--- src/rtl/pr_bitstream_feeder.sv ---
// Streams a stored partial-reconfiguration bitstream from a synchronous ROM into the PR controller.
// ROM read latency is hidden behind a credit-managed first-word-fall-through FIFO.
module pr_bitstream_feeder #(
    parameter int DATA_W      = 16,
    parameter int ADDR_W      = 16,
    parameter int ROM_LATENCY = 2,
    parameter int FIFO_DEPTH  = 8
) (
    input  logic              clk,
    input  logic              nreset,
    input  logic              start,
    input  logic [ADDR_W-1:0] base_addr,
    input  logic [ADDR_W-1:0] word_count,
    input  logic              abort,
    output logic              rom_rd,
    output logic [ADDR_W-1:0] rom_addr,
    input  logic [DATA_W-1:0] rom_rdata,
    output logic [DATA_W-1:0] out_data,
    output logic              out_valid,
    input  logic              out_ready,
    output logic              out_last,
    output logic              busy,
    output logic              done,
    output logic              error
);

    localparam int PTR_W = $clog2(FIFO_DEPTH);
    localparam int CNT_W = PTR_W + 1;
    localparam logic [ADDR_W-1:0] A_ONE   = ADDR_W'(1);
    localparam logic [PTR_W-1:0]  P_ONE   = PTR_W'(1);
    localparam logic [CNT_W-1:0]  C_ONE   = CNT_W'(1);
    localparam logic [CNT_W:0]    DEPTH_V = (CNT_W + 1)'(FIFO_DEPTH);

    typedef enum logic [1:0] {S_IDLE, S_FETCH, S_DRAIN, S_DONE} state_t;

    state_t            r_state, w_nextState;
    logic [ADDR_W-1:0] r_addr, r_issueRem, r_wordCount, r_sentCnt;
    logic [ROM_LATENCY-1:0] r_pipe;
    logic [CNT_W-1:0]  r_fifoCnt, w_inflight;
    logic [CNT_W:0]    w_committed;
    logic [PTR_W-1:0]  r_wrPtr, r_rdPtr, w_rdPtrNext;
    logic [DATA_W-1:0] r_mem [FIFO_DEPTH];
    logic [DATA_W-1:0] r_outData, w_nextHead;
    logic              r_error;
    logic              w_idle, w_accept, w_zeroStart, w_abort, w_issue, w_ret, w_pop;

    assign w_idle      = (r_state == S_IDLE);
    assign w_accept    = w_idle && start && (word_count != '0);
    assign w_zeroStart = w_idle && start && (word_count == '0);
    assign w_abort     = abort && !w_idle;
    assign w_ret       = r_pipe[ROM_LATENCY-1];
    assign w_pop       = out_valid && out_ready;

    // A read may only be issued while queued plus in-flight words leave a free FIFO slot.
    always_comb begin
        w_inflight = '0;
        for (int i = 0; i < ROM_LATENCY; i++) begin
            w_inflight = w_inflight + CNT_W'(r_pipe[i]);
        end
    end

    assign w_committed = {1'b0, r_fifoCnt} + {1'b0, w_inflight};
    assign w_issue     = (r_state == S_FETCH) && (r_issueRem != '0) && (w_committed < DEPTH_V);

    assign rom_rd    = w_issue;
    assign rom_addr  = r_addr;
    assign out_data  = r_outData;
    assign out_valid = (r_fifoCnt != '0);
    assign out_last  = out_valid && ((r_sentCnt + A_ONE) == r_wordCount);
    assign error     = r_error;

    always_ff @(posedge clk or negedge nreset) begin
        if (!nreset) begin
            r_state <= S_IDLE;
        end else begin
            r_state <= w_nextState;
        end
    end

    always_comb begin
        w_nextState = r_state;
        busy        = 1'b0;
        done        = 1'b0;
        case (r_state)
            S_IDLE: begin
                if (w_accept) w_nextState = S_FETCH;
            end
            S_FETCH: begin
                busy = 1'b1;
                if (w_issue && (r_issueRem == A_ONE)) w_nextState = S_DRAIN;
            end
            S_DRAIN: begin
                busy = 1'b1;
                if (w_pop && out_last) w_nextState = S_DONE;
            end
            S_DONE: begin
                done        = 1'b1;
                w_nextState = S_IDLE;
            end
            default: w_nextState = S_IDLE;
        endcase
        if (w_abort) w_nextState = S_IDLE;
    end

    always_ff @(posedge clk or negedge nreset) begin
        if (!nreset) begin
            r_addr      <= '0;
            r_issueRem  <= '0;
            r_wordCount <= '0;
            r_sentCnt   <= '0;
            r_error     <= 1'b0;
        end else begin
            r_error <= w_abort || w_zeroStart;
            if (w_accept) begin
                r_addr      <= base_addr;
                r_issueRem  <= word_count;
                r_wordCount <= word_count;
                r_sentCnt   <= '0;
            end else begin
                if (w_issue) begin
                    r_addr     <= r_addr + A_ONE;
                    r_issueRem <= r_issueRem - A_ONE;
                end
                if (w_pop) r_sentCnt <= r_sentCnt + A_ONE;
            end
        end
    end

    always_ff @(posedge clk or negedge nreset) begin
        if (!nreset) begin
            r_pipe <= '0;
        end else if (w_abort) begin
            r_pipe <= '0;
        end else begin
            r_pipe[0] <= w_issue;
            for (int i = 1; i < ROM_LATENCY; i++) begin
                r_pipe[i] <= r_pipe[i-1];
            end
        end
    end

    // The registered head takes the returning word directly when the FIFO would otherwise be empty.
    always_comb begin
        w_rdPtrNext = r_rdPtr + PTR_W'(w_pop);
        w_nextHead  = r_outData;
        if ((r_fifoCnt == '0) || ((r_fifoCnt == C_ONE) && w_pop)) begin
            if (w_ret) w_nextHead = rom_rdata;
        end else begin
            w_nextHead = r_mem[w_rdPtrNext];
        end
    end

    always_ff @(posedge clk or negedge nreset) begin
        if (!nreset) begin
            r_wrPtr   <= '0;
            r_rdPtr   <= '0;
            r_fifoCnt <= '0;
            r_outData <= '0;
            for (int i = 0; i < FIFO_DEPTH; i++) begin
                r_mem[i] <= '0;
            end
        end else if (w_abort) begin
            r_wrPtr   <= '0;
            r_rdPtr   <= '0;
            r_fifoCnt <= '0;
            r_outData <= '0;
        end else begin
            if (w_ret) begin
                r_mem[r_wrPtr] <= rom_rdata;
                r_wrPtr        <= r_wrPtr + P_ONE;
            end
            r_rdPtr <= w_rdPtrNext;
            case ({w_ret, w_pop})
                2'b10:   r_fifoCnt <= r_fifoCnt + C_ONE;
                2'b01:   r_fifoCnt <= r_fifoCnt - C_ONE;
                default: r_fifoCnt <= r_fifoCnt;
            endcase
            r_outData <= w_nextHead;
        end
    end

endmodule

--- config.mk ---
export PLATFORM = sky130hd
export DESIGN_NAME = pr_bitstream_feeder
export DESIGN_NICKNAME = d
export VERILOG_FILES = /design/src/rtl/pr_bitstream_feeder.sv
export SDC_FILE = /design/constraint.sdc
export NUM_CORES = 1
export LEC_CHECK = 0
export CAP_MARGIN = 15
export CELL_PAD_IN_SITES_DETAIL_PLACEMENT = 1
export CELL_PAD_IN_SITES_GLOBAL_PLACEMENT = 1
export CORE_MARGIN = 1
export CORE_UTILIZATION = 51
export CTS_CLUSTER_SIZE = 12
export DETAILED_ROUTE_END_ITERATION = 7
export PLACE_DENSITY_LB_ADDON = 0.05
export RECOVER_POWER = 50
export SYNTH_ARGS = -nofsm -noshare
export SYNTH_HDL_FRONTEND = slang
export SYNTH_SLANG_ARGS = --single-unit
--- constraint.sdc ---
create_clock -name clk -period 5.95 [get_ports clk]
set_input_delay 0.8925 -clock clk [delete_from_list [all_inputs] [get_ports clk]]
set_output_delay 0.8925 -clock clk [all_outputs]
set_load 0.01 [all_outputs]
==> flow_summary.yaml, run 1 <==
run_status:
  status: "finished, violations left"
  violations: "max-capacitance violations, max-slew violations"
logic_synthesis:
  synth_ff_type: "dfrtp_1"
  avgSynthCellArea_um2: 12.2
  ys_types: 55
  synth_nets: 967
  syn_inst: 899
  synth_edf_count: 0
  ys_warn_count: 0
  ys_ff_latch: 223
  async_flop_share: 1.00
  synth_area_um2: 10900
  synth_seq_area_share: 0.510
power_and_ir_drop:
  p_leak_nw: 5.65
  max-vdd-ir-drop_mv: 0.303
  powerDensity_nw_per_um2: 494
sta:
  finClkSkew_ns: 0.0147
  tightest_slew_ns: 3.26
  fmax_mhz: 238
  setup_viol: 0
  grt_setup_unrepaired: "no"
  finalHoldViolCount: 0
  tns_ns: 0
  max_slew_margin: -1.17
  min_period_ns: 4.20
  timing.final.crit_share: 0.706
  maxSlewViolCount: 134
  timing.hold.ws_ns: 0.353
global_route:
  grt.overflow.total: 0
  grt_pass1_vias: 8444
  grt_pass1_wl_um: 46400
  grt_use_total: 0.272
  antenna_found_initial: 0
  grt_max_degree: 134
critical_path:
  cp-end-kind: "primary output"
  crit_fanout: 5
  start_kind: "register"
  cp.required_ns: 5.06
  worstSetupPathType: "reg -> out"
  rr_worst_depth: 11
  r2r-end: "out_data[6]"
  critical-path-top-delay-family: "simple AND/OR/NAND/NOR gates"
  cp_cell_sequence: "ha_1 -> and2_1 -> nand3_2 -> or3_4 -> a2111oi_4 -> o2111ai_2 -> nor2_1 -> clkdlybuf4s50_1"
  r2r_slack_ns: 1.97
  reg2reg_from: "r_fifoCnt[0]"
  crit_cells: 8
  cp_slowest_cell: "clkdlybuf4s50_1"
  cpPeakStageDelay_ns: 0.54
  path_buf_inv: 1
  cp.arrival_ns: 3.31
final_layout:
  mostFrequentLayoutCell: "dfrtp_1"
  syn_to_final_growth_pct: 17.3
  mostFrequentLayoutCells: "dfrtp_1, mux2_2, nand2_1"
  drive_gt1_frac: 0.230
  diodes: 0
  fin_nets: 1046
detailed_routing:
  drc: 0
  routedWlPerCell_um: 22.5
  dr_total_vias: 7457
  drt_pass1_iterations: 4
  postRouteAntennaNets: 0
  drtIter0Drc: 242
  routed_wl_um: 28600
  viasPerCell: 5.88
placed_design:
  io_buffers: 90
  place.gp.congestion: 0.852
  hpwl_um: 17900
hold_path:
  hold_path.class: "in -> async"
clock_tree:
  cts_root_buf: "clkbuf_16"
  post-cts-setup-buffers: 0
  cts_tree: "yes"
  clk_latency_ns: 0.54
  cts_resized: 0
  cts_made_buffers: 25
  h-tree-depth: 1
  clock-sinks: 223
  clockBufferDepth: 3
  hold_buffers: 0
  clk_pin_slew_worst_paths_ns: 0.07
floorplanning:
  die_area_um2: 22000
  dieHeight_um: 148
  start_util: 0.520
  rows: 53
  core_area_um2: 21000
  pin_count: 91
  die_w_um: 148
job:
  drv_cap: 1
[how the worst max path moves through the flow]
stage	endpoint	slack, ns	startpoint
floorplan	out_data[10]	2.64	out_ready
global placement	out_data[7]	1.69	out_ready
detailed placement	out_data[8]	1.57	out_ready
CTS	out_last	1.72	r_sentCnt[0]
global route	r_mem[101]	1.22	nreset
finish	out_last	1.75	r_sentCnt[0]
[cell usage after synthesis (all sizes together) (15+ instances only)]
master | count | area share
a211oi | 33 | 0.023
clkbuf | 37 | 0.014
dfrtp | 223 | 0.51
ha | 15 | 0.017
mux2 | 129 | 0.13
mux2i | 19 | 0.017
mux4 | 32 | 0.066
nand2 | 102 | 0.035
nand3 | 18 | 0.0092
nor2 | 45 | 0.015
nor2b | 21 | 0.012
o21ai | 39 | 0.018
xnor2 | 46 | 0.037
xor2 | 26 | 0.021
[metal layers]
layer | vias up | track usage | share of wire
met5 | - | 0 | 0
met4 | 0 | 0.0830 | 0.025
met3 | 48 | 0.0371 | 0.031
met2 | 120 | 0.495 | 0.54
met1 | 3928 | 0.333 | 0.41
li1 | 3361 | - | -
[flip-flops by register name, indices dropped and copies added (netlist names), 4 cells and up]
| signal | count |
|---|---|
| r_mem | 128 |
| out_data | 16 |
| r_issueRem | 16 |
| r_sentCnt | 16 |
| r_wordCount | 16 |
| rom_addr | 16 |
| r_fifoCnt | 4 |
[area by class of cell]
type | count | area (um2)
multi-input combinational | 616 | 5100
clock buffer | 30 | 654
clock inverter | 12 | 125
timing repair buffer | 101 | 978
tap | 275 | 344
fill | 2088 | 8200
inverter | 11 | 41.3
sequential | 223 | 5580
[report_power, final]
group	internal (mW)	leakage [nW]	switching (mW)
Clock	0.870	0.393	0.631
Sequential	2.00	2.93	0.394
Combinational	1.23	2.32	1.20
Total	4.10	5.65	2.23
[logic make-up after synthesis]
group / Yosys count / synth area share
AND/OR/NAND/NOR: 255 / 0.115
flip-flops: 223 / 0.510
multiplexers: 180 / 0.216
AO/OA/AOI/OAI: 94 / 0.0585
XOR/XNOR: 72 / 0.0577
buffers and inverters: 60 / 0.0247
adder cells (fa/ha/maj): 15 / 0.0172
[through the flow]
| stage | std cells | utilization | setup WS, ns | power (mW) | cell area [um2] |
|---|---|---|---|---|---|
| final | 1268 | 0.610 | 1.75 | 6.33 | 12800 |
| after global routing | 1268 | 0.610 | 1.22 | 6.70 | 12800 |
| after CTS | 1268 | 0.612 | 1.72 | 6.40 | 12900 |
| after detailed placement | 1226 | 0.574 | 1.57 | 4.84 | 12100 |
| after global placement | 1226 | 0.574 | 1.69 | 4.67 | 12100 |
| after floorplan | 899 | - | 2.64 | 3.98 | 10900 |
Power figures use the tool's default switching activity.
==> run 2: changes to the inputs <==
--- a/config.mk
+++ b/config.mk
@@ -9,7 +9,7 @@
 export CELL_PAD_IN_SITES_DETAIL_PLACEMENT = 1
 export CELL_PAD_IN_SITES_GLOBAL_PLACEMENT = 1
 export CORE_MARGIN = 1
-export CORE_UTILIZATION = 51
+export CORE_UTILIZATION = 43
 export CTS_CLUSTER_SIZE = 12
 export DETAILED_ROUTE_END_ITERATION = 7
 export PLACE_DENSITY_LB_ADDON = 0.05
==> constraint.sdc (replaced) <==
create_clock -name clk -period 3.4 [get_ports clk]
set_input_delay 0.51 -clock clk [delete_from_list [all_inputs] [get_ports clk]]
set_output_delay 0.51 -clock clk [all_outputs]
set_load 0.01 [all_outputs]
==> flow_summary.yaml, run 2 (synthesized netlist as in run 1, its figures left out) <==
final_layout:
  drive_gt1_frac: 0.257
  syn_to_final_growth_pct: 22.1
  largest_register_ffs: 128
  regMostFlops: "r_mem"
  mostFrequentLayoutCells: "dfrtp_1, mux2_2, nand2_1"
  diodes: 0
  fin_nets: 1071
  mostFrequentLayoutCell: "dfrtp_1"
  final_cell_area_um2: 13300
  layout.cells.non_filler: 1342
placed_design:
  place.gp.congestion: 0.843
  io_buffers: 90
  hpwl_um: 18700
  dp_cells: 1293
  placed_cell_area_um2: 12300
detailed_routing:
  viasPerCell: 5.56
  drt_pass1_iterations: 4
  routedWlPerCell_um: 21.1
  postRouteAntennaNets: 0
  drtIter0Drc: 343
  drc: 0
  dr_total_vias: 7468
  routed_wl_um: 28300
global_route:
  grt_use_total: 0.230
  antenna_found_initial: 0
  grt_pass1_vias: 8516
  grt.overflow.total: 0
  grt_max_degree: 100
  grt_pass1_wl_um: 47100
critical_path:
  crit_fanout: 11
  cp.required_ns: 2.89
  start_kind: "register"
  cp-end-kind: "primary output"
  cp.arrival_ns: 2.74
  worstSetupPathType: "reg -> out"
sta:
  setup_viol: 0
  finClkSkew_ns: 0.0153
  grt_setup_unrepaired: "no"
  max_slew_margin: -0.730
  tns_ns: 0
  finalHoldViolCount: 0
  fmax_mhz: 308
  tightest_slew_ns: 2.60
  timing.final.crit_share: 0.955
  maxSlewViolCount: 122
  min_period_ns: 3.25
clock_tree:
  cts_root_buf: "clkbuf_16"
  clock-sinks: 223
  clk_pin_slew_worst_paths_ns: 0.06
  cts_made_buffers: 26
  h-tree-depth: 1
  clockBufferDepth: 3
  cts_tree: "yes"
  clk_latency_ns: 0.53
power_and_ir_drop:
  max-vdd-ir-drop_mv: 0.470
  power_mw: 11.7
  powerDensity_nw_per_um2: 875
  p_leak_nw: 5.88
floorplanning:
  start_util: 0.444
  dieHeight_um: 161
  die_area_um2: 26100
  die_w_um: 161
  core_area_um2: 24600
  rows: 57
  pin_count: 91
job:
  drv_cap: 2
run_status:
  status: "finished, violations left"
  violations: "max-capacitance violations, max-slew violations"
hold_path:
  hold_path.class: "reg -> reg"
==> run 2: cell count changes in the layout (fill, tap and decap cells not counted), sizes merged <==
cell,delta
buf,+22
clkdlybuf4s50,-10
dlygate4sd3,+9
clkbuf,+8
clkinv,-8
bufinv,+4
dlygate4sd2,+1
inv,-1
==> run 2: area by class of cell <==
cell class              instances  area [um2]
repair buffers                125        1220
inverters                      11        41.3
multi-input cells             616        5140
well taps                     324         405
flip-flops and latches        223        5590
fillers                      2517       11300
clock inverters                 7         185
clock buffers                  36         769
==> run 2: final timing paths <==
kind                         startpoint           to  slack (ns)  cells after the start
max in group asynchronous        nreset    r_mem[57]        0.94                      2
min reg2reg                   r_mem[29]    r_mem[29]        0.50                      1
max reg2reg                r_fifoCnt[0]  out_data[4]        0.44                     11
max                        r_sentCnt[0]     out_last        0.15                      8
min in group asynchronous        nreset  rom_addr[9]        0.73                      1
min                           r_mem[29]    r_mem[29]        0.50                      1
==> run 2: worst max-delay path, stage by stage, from the launching register on <==
cell,delay (ns)
dfrtp_1,0.39
buf_4,0.15
nand3_4,0.19
nor2_1,0.23
o311ai_0,0.18
o21a_1,0.14
or4_4,0.54
nor2_1,0.11
dlygate4sd2_1,0.28
==> run 2: power by group <==
part	switching [mW]	leakage, nW	internal [mW]
logic	2.14	2.49	2.28
registers	0.662	2.93	3.50
clock network	1.08	0.468	2.01
total	3.88	5.88	7.80
==> run 2: metal layers <==
layer	vias to the layer above	GRT usage	part of all wire
met5	-	0	0
met4	0	0.0720	0.029
met3	54	0.0311	0.040
met2	121	0.409	0.51
met1	3884	0.290	0.42
li1	3409	-	-
==> run 2: metrics by stage <==
stage / utilization / hold slack, ns / setup slack, ns
floorplan: - / 0.214 / 0.136
CTS: 0.543 / 0.0380 / 0.0380
detailed placement: 0.502 / 0.488 / 0.144
global placement: 0.502 / 0.481 / 0.159
finish: 0.543 / 0.500 / 0.152
global route: 0.543 / 0.511 / 0.00560
==> run 2: what timing repair did <==
action,4_1_cts,5_1_grt
gates resized for setup,9,1
setup buffers,5,1
hold buffers,0,0
endpoints found under the setup margin,2,2
pin swaps,2,0
cloned,0,0
